--- config.mk ---
export PLATFORM = sky130hd
export DESIGN_NAME = sal_rd_resp
export DESIGN_NICKNAME = d
export VERILOG_FILES = /design/src/rtl/sal_rd_resp.sv
export SDC_FILE = /design/constraint.sdc
export NUM_CORES = 1
export LEC_CHECK = 0
export CAP_MARGIN = 20
export CORE_MARGIN = 8
export CORE_UTILIZATION = 57
export DETAILED_ROUTE_END_ITERATION = 10
export PLACE_DENSITY_LB_ADDON = 0.2
export SYNTH_ARGS = -nofsm -noshare
export SYNTH_HDL_FRONTEND = slang
export SYNTH_SLANG_ARGS = --single-unit
--- constraint.sdc ---
create_clock -name clk -period 25.5 [get_ports clk]
set_input_delay 3.825 -clock clk [delete_from_list [all_inputs] [get_ports clk]]
set_output_delay 3.825 -clock clk [all_outputs]
set_load 0.01 [all_outputs]
--- src/rtl/sal_rd_resp.sv ---
// rtl/sal_rd_resp.sv - DDR2 read-return path: pairs DFI read beats with issued tags and drives AXI R.
// Buffer space is reserved at tag issue so DFI read data never needs backpressure.
module sal_rd_resp #(
  parameter int DATA_W     = 64,
  parameter int ID_W       = 4,
  parameter int LEN_W      = 4,
  parameter int TAG_DEPTH  = 8,
  parameter int DATA_DEPTH = 16
) (
  input  logic              clk,
  input  logic              rst_n,
  input  logic              rd_issue_valid,
  output logic              rd_issue_ready,
  input  logic [ID_W-1:0]   rd_issue_id,
  input  logic [LEN_W-1:0]  rd_issue_len,
  input  logic              dfi_rddata_valid,
  input  logic [DATA_W-1:0] dfi_rddata,
  output logic              rvalid,
  input  logic              rready,
  output logic [ID_W-1:0]   rid,
  output logic [DATA_W-1:0] rdata,
  output logic [1:0]        rresp,
  output logic              rlast,
  output logic              unexp_err
);

  localparam int TA_W  = $clog2(TAG_DEPTH);
  localparam int DA_W  = $clog2(DATA_DEPTH);
  localparam int RES_W = $clog2(DATA_DEPTH + 1);
  localparam int CMP_W = RES_W + 1;

  logic [ID_W-1:0]   tag_id_mem  [TAG_DEPTH];
  logic [LEN_W-1:0]  tag_len_mem [TAG_DEPTH];
  logic [DATA_W-1:0] data_mem    [DATA_DEPTH];

  logic [TA_W:0]      tag_wr, tag_rd;
  logic [DA_W:0]      data_wr, data_rd;
  logic [RES_W-1:0]   reserved;
  logic [LEN_W-1:0]   beat_cnt;

  logic               tag_full, tag_empty, data_empty;
  logic [DA_W:0]      data_occ;
  logic [RES_W-1:0]   expected;
  logic               issue_fire, r_fire, dfi_wr, dfi_drop;
  logic [ID_W-1:0]    head_id;
  logic [LEN_W-1:0]   head_len;
  logic [RES_W-1:0]   res_add, res_sub;

  assign tag_empty  = (tag_wr == tag_rd);
  assign tag_full   = (tag_wr[TA_W] != tag_rd[TA_W]) &&
                      (tag_wr[TA_W-1:0] == tag_rd[TA_W-1:0]);
  assign data_empty = (data_wr == data_rd);
  assign data_occ   = data_wr - data_rd;

  // Beats promised to tags that the DFI has not delivered yet.
  assign expected = reserved - RES_W'(data_occ);

  assign rd_issue_ready = !tag_full &&
                          ((CMP_W'(reserved) + CMP_W'(rd_issue_len) + CMP_W'(1)) <= CMP_W'(DATA_DEPTH));
  assign issue_fire     = rd_issue_valid && rd_issue_ready;

  assign dfi_wr   = dfi_rddata_valid && (expected != '0);
  assign dfi_drop = dfi_rddata_valid && (expected == '0);

  assign head_id  = tag_id_mem[tag_rd[TA_W-1:0]];
  assign head_len = tag_len_mem[tag_rd[TA_W-1:0]];

  assign rvalid = !tag_empty && !data_empty;
  assign rid    = rvalid ? head_id : '0;
  assign rdata  = rvalid ? data_mem[data_rd[DA_W-1:0]] : '0;
  assign rlast  = rvalid && (beat_cnt == head_len);
  assign rresp  = 2'b00;
  assign r_fire = rvalid && rready;

  assign res_add = issue_fire ? (RES_W'(rd_issue_len) + RES_W'(1)) : '0;
  assign res_sub = r_fire ? RES_W'(1) : '0;

  always_ff @(posedge clk) begin
    if (issue_fire) begin
      tag_id_mem[tag_wr[TA_W-1:0]]  <= rd_issue_id;
      tag_len_mem[tag_wr[TA_W-1:0]] <= rd_issue_len;
    end
    if (dfi_wr) begin
      data_mem[data_wr[DA_W-1:0]] <= dfi_rddata;
    end
  end

  always_ff @(posedge clk or negedge rst_n) begin
    if (!rst_n) begin
      tag_wr    <= '0;
      tag_rd    <= '0;
      data_wr   <= '0;
      data_rd   <= '0;
      reserved  <= '0;
      beat_cnt  <= '0;
      unexp_err <= 1'b0;
    end else begin
      if (issue_fire) begin
        tag_wr <= tag_wr + 1'b1;
      end
      if (dfi_wr) begin
        data_wr <= data_wr + 1'b1;
      end
      if (dfi_drop) begin
        unexp_err <= 1'b1;
      end
      reserved <= reserved + res_add - res_sub;
      if (r_fire) begin
        data_rd <= data_rd + 1'b1;
        if (rlast) begin
          tag_rd   <= tag_rd + 1'b1;
          beat_cnt <= '0;
        end else begin
          beat_cnt <= beat_cnt + 1'b1;
        end
      end
    end
  end

endmodule

==> run summary, run 1 <==
The cell area after technology mapping is 0.0434 mm^2. The H-tree generated during clock tree synthesis spans 3 levels. The insertion delay of the later-clocked pin in the worst-skew pair came out at 0.66 ns. The count of antenna-violating nets left after detailed routing came out at 0.

The peak ir drop on the vdd network is 0.0000901 V. The post-detailed-route via-to-cell ratio is 6.27. The final layout contains 2149 nets. In this run switching power makes up 29.5% of total power. The total global routing overflow is 0. The count of flip-flops with a built-in enable after synthesis is 1088. The power density relative to cell area came out at 120 mW/mm^2.

In this run the post-CTS setup repair buffer count came out at 0. Before antenna repair, the detailed router went through 5 iterations. The count of hold buffers inserted by post-cts repair came out at 0. The number of global-route vias before repair came out at 20.8k. The total CTS buffers came out at 107.

Summed over all cells, the static leakage comes to 15.7 nW. Measured along the x axis, the die boundary spans 292 um. The global-route usage over all layers came out at 21.5%. In this run the power spent charging and discharging nets is 1.76 mW. The launching element type of the critical path is an input port. The wire length after detailed routing is 91400 um. The area of the core is 0.0757 mm^2. The estimated wirelength of the detail-placed design came out at 45700 um.

The tree is rooted in a clkbuf_16. Among all flip-flop cells after synthesis, the most frequent one is edfxtp_1. In this run the core area contains 101 standard-cell rows. The number of register bits inferred by synthesis came out at 1116.

The clock skew after layout came out at 0.0264 ns. The post-detailed-route DRC marker count is 0. The maximum buffer depth of the clock tree is 3. The internal power of the cells totals 4.20 mW. The count of routing violations after the opening detailed-route iteration came out at 2056. The clock net sink count is 1116. The die area is 0.0853 mm^2. Setup repair after global routing left no endpoint under its margin. The shortest clock period the worst path allows after layout came out at 10.43 ns. After synthesis, the share of flip-flops with an asynchronous set or reset is 2.51%.

In this design, the stage delay of the slowest critical-path cell is 0.67 ns. The first global-routing pass estimated 136000 um of wire. The setup TNS came out at 0 ns. The relative area change from synthesis to final layout came out at 14.3%. The pin count of the biggest net entering global routing is 139. The number of placed cells counting well taps came out at 2907.

The routability congestion estimate from global placement is 0.754. Walking the worst path, the cells encountered are clkdlybuf4s50_1 > ha_1 > nor2b_1 > o21ai_0 > a21boi_0 > or3_1 > a211oi_1 > clkdlybuf4s50_1. The cell with the largest stage delay on the worst path is clkdlybuf4s50_1. In this design, the critical path's most frequently occurring cell is clkdlybuf4s50_1. The placed cell area came out at 0.0461 mm^2. The clock tree from TritonCTS is built. The final count of negative-setup-slack endpoints is 0.

The share of cells above drive strength 1 came out at 26.0%. The average instance area after synthesis is 23.7 um^2. The synthesized instance count came out at 1836. The worst path meets setup with 15.07 ns of slack. The hold violation count in the final report came out at 0.

STA classifies the critical path endpoint as a primary output. In this run, distinct cell masters in the synthesized netlist total 51. The combinational group share of total power came out at 33.8%.

The worst slack at placement is 15.09 ns. The worst max-slew margin expressed relative to the limit is 25.7%. The count of buffers inserted at the top-level ports came out at 148. Sequential cells burn 39.7% of the power.

The run finished with clean final reports. The starting density of the core is 57.4%. The final cell count without fillers is 3112. The data arrival time of the critical path came out at 6.60 ns. Hold timing on the final database bottoms out at a slack of 0.464 ns. Across the run, the number of max-cap violations was 0. Data on the critical path is required at its endpoint by 21.67 ns. The number of max-slew violations in the final report is 0. The number of antenna violations at the first check in global routing came out at 11. After detailed routing, the average wire length per cell comes to 29.4 um. The portion of the post-synthesis area used by sequential elements is 76.8%. The fraction of power consumed by the clock network came out at 26.6%.

The post-route cell area came out at 0.0497 mm^2. For this run, the number of Yosys warnings is 0. Based on the critical path, the design can be clocked at up to 95.9 MHz. The die is 292 um tall. The portion of the clock cycle consumed by the worst path in the final layout is 40.9%.

The critical path start-end classification is input port to primary output. Summing over every cut layer, the via total after detailed routing is 19.5k. The worst hold path belongs to the class flop to flop. The post-cts gate resize count is 0. The I/O pin total came out at 151. The peak fanout along the critical path is 11. The CTS clock-pin slew for the worst setup and hold paths is 0.06 ns. The slew at the pin with the worst max-slew slack is 1.11 ns.
-- power by group through the flow --
stage                     Clock [mW]  Combinational [mW]  Sequential [mW]
after floorplan                    0                1.33             2.34
after global placement             0                2.02             2.39
after detailed placement           0                2.04             2.40
after CTS                       1.61                2.05             2.37
after global routing            1.68                2.16             2.38
final                           1.58                2.01             2.36
-- metrics by stage --
stage | power [mW] | utilization (%)
2_1_floorplan | 3.67 | -
3_3_place_gp | 4.41 | 60.9
3_5_place_dp | 4.45 | 60.9
4_1_cts | 6.03 | 65.6
5_1_grt | 6.22 | 65.6
6_report | 5.96 | 65.6
-- flip-flops by register name, indices dropped and copies added (netlist names) --
name	cells
data_rd	5
unexp_err	1
tag_id_mem	32
tag_len_mem	32
reserved	5
data_mem	1024
tag_rd	4
tag_wr	4
beat_cnt	4
data_wr	5
-- worst max-delay path, delay by kind of cell --
kind / cells / cell delay (ns)
buffers and inverters: 2 / 1.26
AO/OA/AOI/OAI: 3 / 0.70
AND/OR/NAND/NOR: 2 / 0.51
adder cells (fa/ha/maj): 1 / 0.30
-- area by class of cell --
| cell class | count | area (um^2) |
|---|---|---|
| antenna | 7 | 17.5 |
| clock buffer | 132 | 2860 |
| clock inverter | 66 | 679 |
| fill | 4803 | 26000 |
| inverter | 35 | 136 |
| multi-input combinational | 593 | 9580 |
| sequential | 1116 | 33400 |
| tap | 978 | 1220 |
| timing repair buffer | 185 | 1780 |
-- cells in the mapped netlist (2+ instances only) --
library cell,instances,area [um^2]
mux4_2,331,7450
o22ai_1,2,12.5
o21ai_0,4,20.0
mux2_2,2,22.5
ha_1,29,363
mux2i_1,14,140
clkbuf_1,49,184
nor3b_1,2,15.0
nand3_1,6,30.0
fa_1,5,100
dfrtp_1,28,701
nand2b_1,4,25.0
nor2_1,22,82.6
nand4_1,7,43.8
a21oi_1,5,25.0
xor2_1,13,114
buf_2,27,135
nor2b_1,3,18.8
edfxtp_1,1088,32700
inv_1,34,128
clkbuf_8,2,27.5
a21o_1,5,37.5
buf_1,9,33.8
xnor2_1,22,193
mux4_1,3,78.8
nor3_1,7,35.0
nand2_1,23,86.3
and2_1,65,407
buf_6,2,22.5
buf_4,2,15.0
-- logic make-up after synthesis --
group,synth area share [%]
buffers and inverters,1.35
other,0.00864
adder cells (fa/ha/maj),1.07
AO/OA/AOI/OAI,0.406
XOR/XNOR,0.706
flip-flops,76.8
AND/OR/NAND/NOR,1.90
multiplexers,17.7
-- path summary, 6_finish.rpt --
path	start	to	slack [ns]	cells after the start
worst min-delay path	unexp_err	unexp_err	0.46	1
worst max-delay path	rd_issue_len[1]	rd_issue_ready	15.07	8
min in group asynchronous	rst_n	reserved[4]	3.59	2
max in group asynchronous	rst_n	data_rd[3]	21.57	2
worst min register to register	unexp_err	unexp_err	0.46	1
worst max register to register	data_rd[1]	data_mem[4][38]	18.87	13
-- per-layer routing --
layer	part of all wire (%)	vias to the layer above	global-route usage (%)
met3	7.2	116	4.04
met5	0.043	-	0
met1	40	10500	29.2
li1	-	8161	-
met2	52	736	36.4
met4	1.7	6	5.13
-- cell usage in the layout, fill, tap and decap left out, drive strengths merged, types with 5 or more instances in the layout --
cell type / count
mux4: 334
edfxtp: 1088
ha: 29
a21o: 5
clkinv: 50
mux2i: 14
xor2: 13
buf: 37
bufinv: 13
diode: 7
dfrtp: 28
nor3: 7
clkbuf: 132
fa: 5
inv: 36
nand2: 24
clkdlybuf4s50: 148
nor2: 23
nand3: 6
a21oi: 5
and2: 65
nand4: 8
xnor2: 22
Power figures use the tool's default switching activity.
==> run 2, diff against run 1 <==
Clock period 25.5 ns to 9.9 ns, I/O delays scaled along.
==> run 2 against run 1 <==
  * Largest cell class unchanged
  * Clock power rose to 2.6 times the previous value
  * Non-clock buffer count up 2
  * Utilization rose by 0.098 points
  * Register-to-register slack got worse by 15 ns
  * Routed wire length rose by 0.55%
  * Count of clock-buffer cells in the layout is the same
  * Die area unchanged
  * Sequential power grew to 2.6 times the previous value
  * Sequential cell count stayed put
  * Critical path depth shrank 2
  * Combinational power increased to 2.6 times the previous value
  * Clock skew is 0.011 ns lower
==> run summary, run 2 (synthesized netlist as in run 1, its figures left out) <==
For this run, the top clock speed supported by timing is 158 MHz. The number of antenna violations at the first check in global routing is 8. The number of global-route vias before repair is 20.9k. The buffering stage count on the worst path with inverters included is 3. After clock tree synthesis, the repair step resized 0 gates.

The post-detailed-route DRC marker count is 0. The placed cell area came out at 0.0461 mm^2. The power spent charging and discharging nets came out at 4.54 mW. The post-route cell area came out at 0.0497 mm^2. The peak ir drop on the vdd network is 0.000232 V. The internal power summed over all cells came out at 10.9 mW.

The I/O pin total is 151. STA classifies the critical path startpoint as a flop. The worst reg2reg path depth is 13. Setup repair after global routing left no endpoint under its margin.

The pre-antenna-repair detailed-routing pass consisted of 5 iterations. The count of routing violations after the opening detailed-route iteration came out at 1846. Using the TritonRoute via totals, the vias-per-cell ratio works out to 6.23. The worst hold margin is 0.488 ns. The portion of the clock cycle consumed by the worst path in the final layout came out at 64.0%. The final critical-path setup slack came out at 3.56 ns. The number of levels in the clock H-tree came out at 3. The kind of cell with the highest combined delay along the critical path is buffers and inverters. Compared with the post-synthesis result, the final layout area differs by 14.5%. The first global-routing pass estimated 137000 um of wire.

The pin count of the biggest net entering global routing is 157. The die area is 0.0853 mm^2. The number of placed cells counting well taps came out at 2909.

STA classifies the critical path endpoint as a primary output. The library cell used most frequently in the layout, excluding fill and tap cells, is edfxtp_1. The insertion delay of the later-clocked pin in the worst-skew pair is 0.66 ns. At the end of routability-driven placement, the weighted congestion stood at 0.763.

The peak fanout along the critical path came out at 43. The hold violation count in the final report is 0. The net total in the final layout came out at 2154.

The initialized floorplan defines 101 standard-cell rows. The worst max-slew margin expressed relative to the limit is 24.6%. The overall power consumption is 15.4 mW. The startpoint identified for the worst register-to-register timing path is data_rd[1].

The path type of the worst min-delay path is flop to flop. The fraction of power consumed by the clock network is 26.8%. The run finished with clean final reports. The number of max-slew violations in the final report was 0.

The floorplan step set the die height to 292 um. Port buffering added 148 buffers. The worst hold path cell count is 1. The required time of the critical path came out at 8.42 ns.

The number of vias after detailed routing is 19.4k. TritonCTS built the clock tree. The worst setup slack for register-to-register paths came out at 4.23 ns. The total CTS buffers is 110.

Across the routed clock network, the largest skew measured is 0.0153 ns. The delay contributed by the slowest stage of the critical path is 0.89 ns. The setup TNS came out at 0 ns. At the pin with the least slew margin, the transition time is 1.13 ns. The critical path runs through a total of 6 cells. In the global route stage, met1 resource usage came out at 29.8%. The met2 usage in global routing came out at 36.3%. The count of antenna-violating nets left after detailed routing came out at 0. The estimated wirelength of the detail-placed design came out at 46000 um. The worst hold path begins at unexp_err. The clock root buffer is clkbuf_16. The worst path in the final design needs a cycle of 6.34 ns, including I/O delays and setup. The met3 demand-to-capacity share in global routing came out at 4.07%. The share of cells above drive strength 1 came out at 26.2%. Leaving out fill and tap cells, the most frequent cells in the layout are 1088 x edfxtp_1, 331 x mux4_2, 148 x clkdlybuf4s50_1. The final count of negative-setup-slack endpoints is 0.

Combinational cells account for 33.7% of the total power. Of the total power, the share spent switching nets is 29.5%. Across the run, the number of max-cap violations was 0.

Traced cell by cell, the critical path runs through buf_4 > buf_4 > mux4_2 > mux4_2 > and2_1 > clkdlybuf4s50_1. The power density relative to cell area is 310 mW/mm^2. Tracing the worst setup path back leads to its startpoint at data_rd[0].

The clock net sink count came out at 1116. The total global routing overflow came out at 0. Buffers added to address setup during post-CTS repair amount to 0.

The count of hold buffers inserted by post-cts repair is 0. The layout has 4787 filler cells. The flip-flop count of the largest register, all copies and words added is 1024. The data arrival time of the critical path is 4.85 ns.

In the final routed layout, each cell accounts on average for 29.5 um. In this run the deepest clock path goes through 3 buffers. The wire length after detailed routing came out at 92000 um. At the end of the flow the core is filled with cells to 65.7%. The peak-usage layer in the global routing report is met2. The starting density of the core came out at 57.4%.

The critical path start-end classification is flop to primary output. The CTS clock-pin slew for the worst setup and hold paths is 0.06 ns. The worst slack at placement came out at 3.78 ns. Measured along the x axis, the die boundary spans 292 um. Global routing used 21.7% of the available tracks across all layers. The total area inside the core boundary comes to 0.0757 mm^2. The portion of total power attributed to sequential cells is 39.4%. The leakage component of the power is 15.8 nW. Among all stages on the critical path, the largest delay is contributed by dfrtp_4. The final cell count without fillers is 3115.
run 2: cell types whose count changed in the layout (fill, tap and decap cells not counted), sizes merged:
cell | previous run | this run
clkinv | 50 | 51
bufinv | 13 | 12
diode | 7 | 5
buf | 37 | 39
clkinvlp | 2 | 5
run 2: worst paths after layout:
path / end
max: rdata[48]
min: unexp_err
max reg2reg: data_mem[14][50]
min reg2reg: unexp_err
max in group asynchronous: data_rd[3]
min in group asynchronous: reserved[1]
run 2: routing by layer:
layer,wire length [um],share of wire [%],vias up
li1,-,-,8169
met2,47100,51,672
met3,6450,7.0,113
met5,11,0.012,-
met4,1640,1.8,4
met1,36800,40,10500
run 2: final cells by class:
type                            instances  area, um^2  area share, %
Antenna cell                            5        12.5         0.0252
Clock buffer                          132        2940           5.92
Clock inverter                         69         658           1.32
Inverter                               35         136          0.274
Multi-Input combinational cell        593        9580           19.3
Sequential cell                      1116       33400           67.1
Tap cell                              978        1220           2.46
Timing Repair Buffer                  187        1800           3.62
run 2: power groups by stage:
stage | Clock, mW | Combinational (mW) | Sequential [mW]
final | 4.13 | 5.19 | 6.07
after global routing | 4.38 | 5.58 | 6.12
after CTS | 4.20 | 5.31 | 6.08
after floorplan | 0 | 3.42 | 6.02
after global placement | 0 | 5.21 | 6.14
after detailed placement | 0 | 5.27 | 6.17
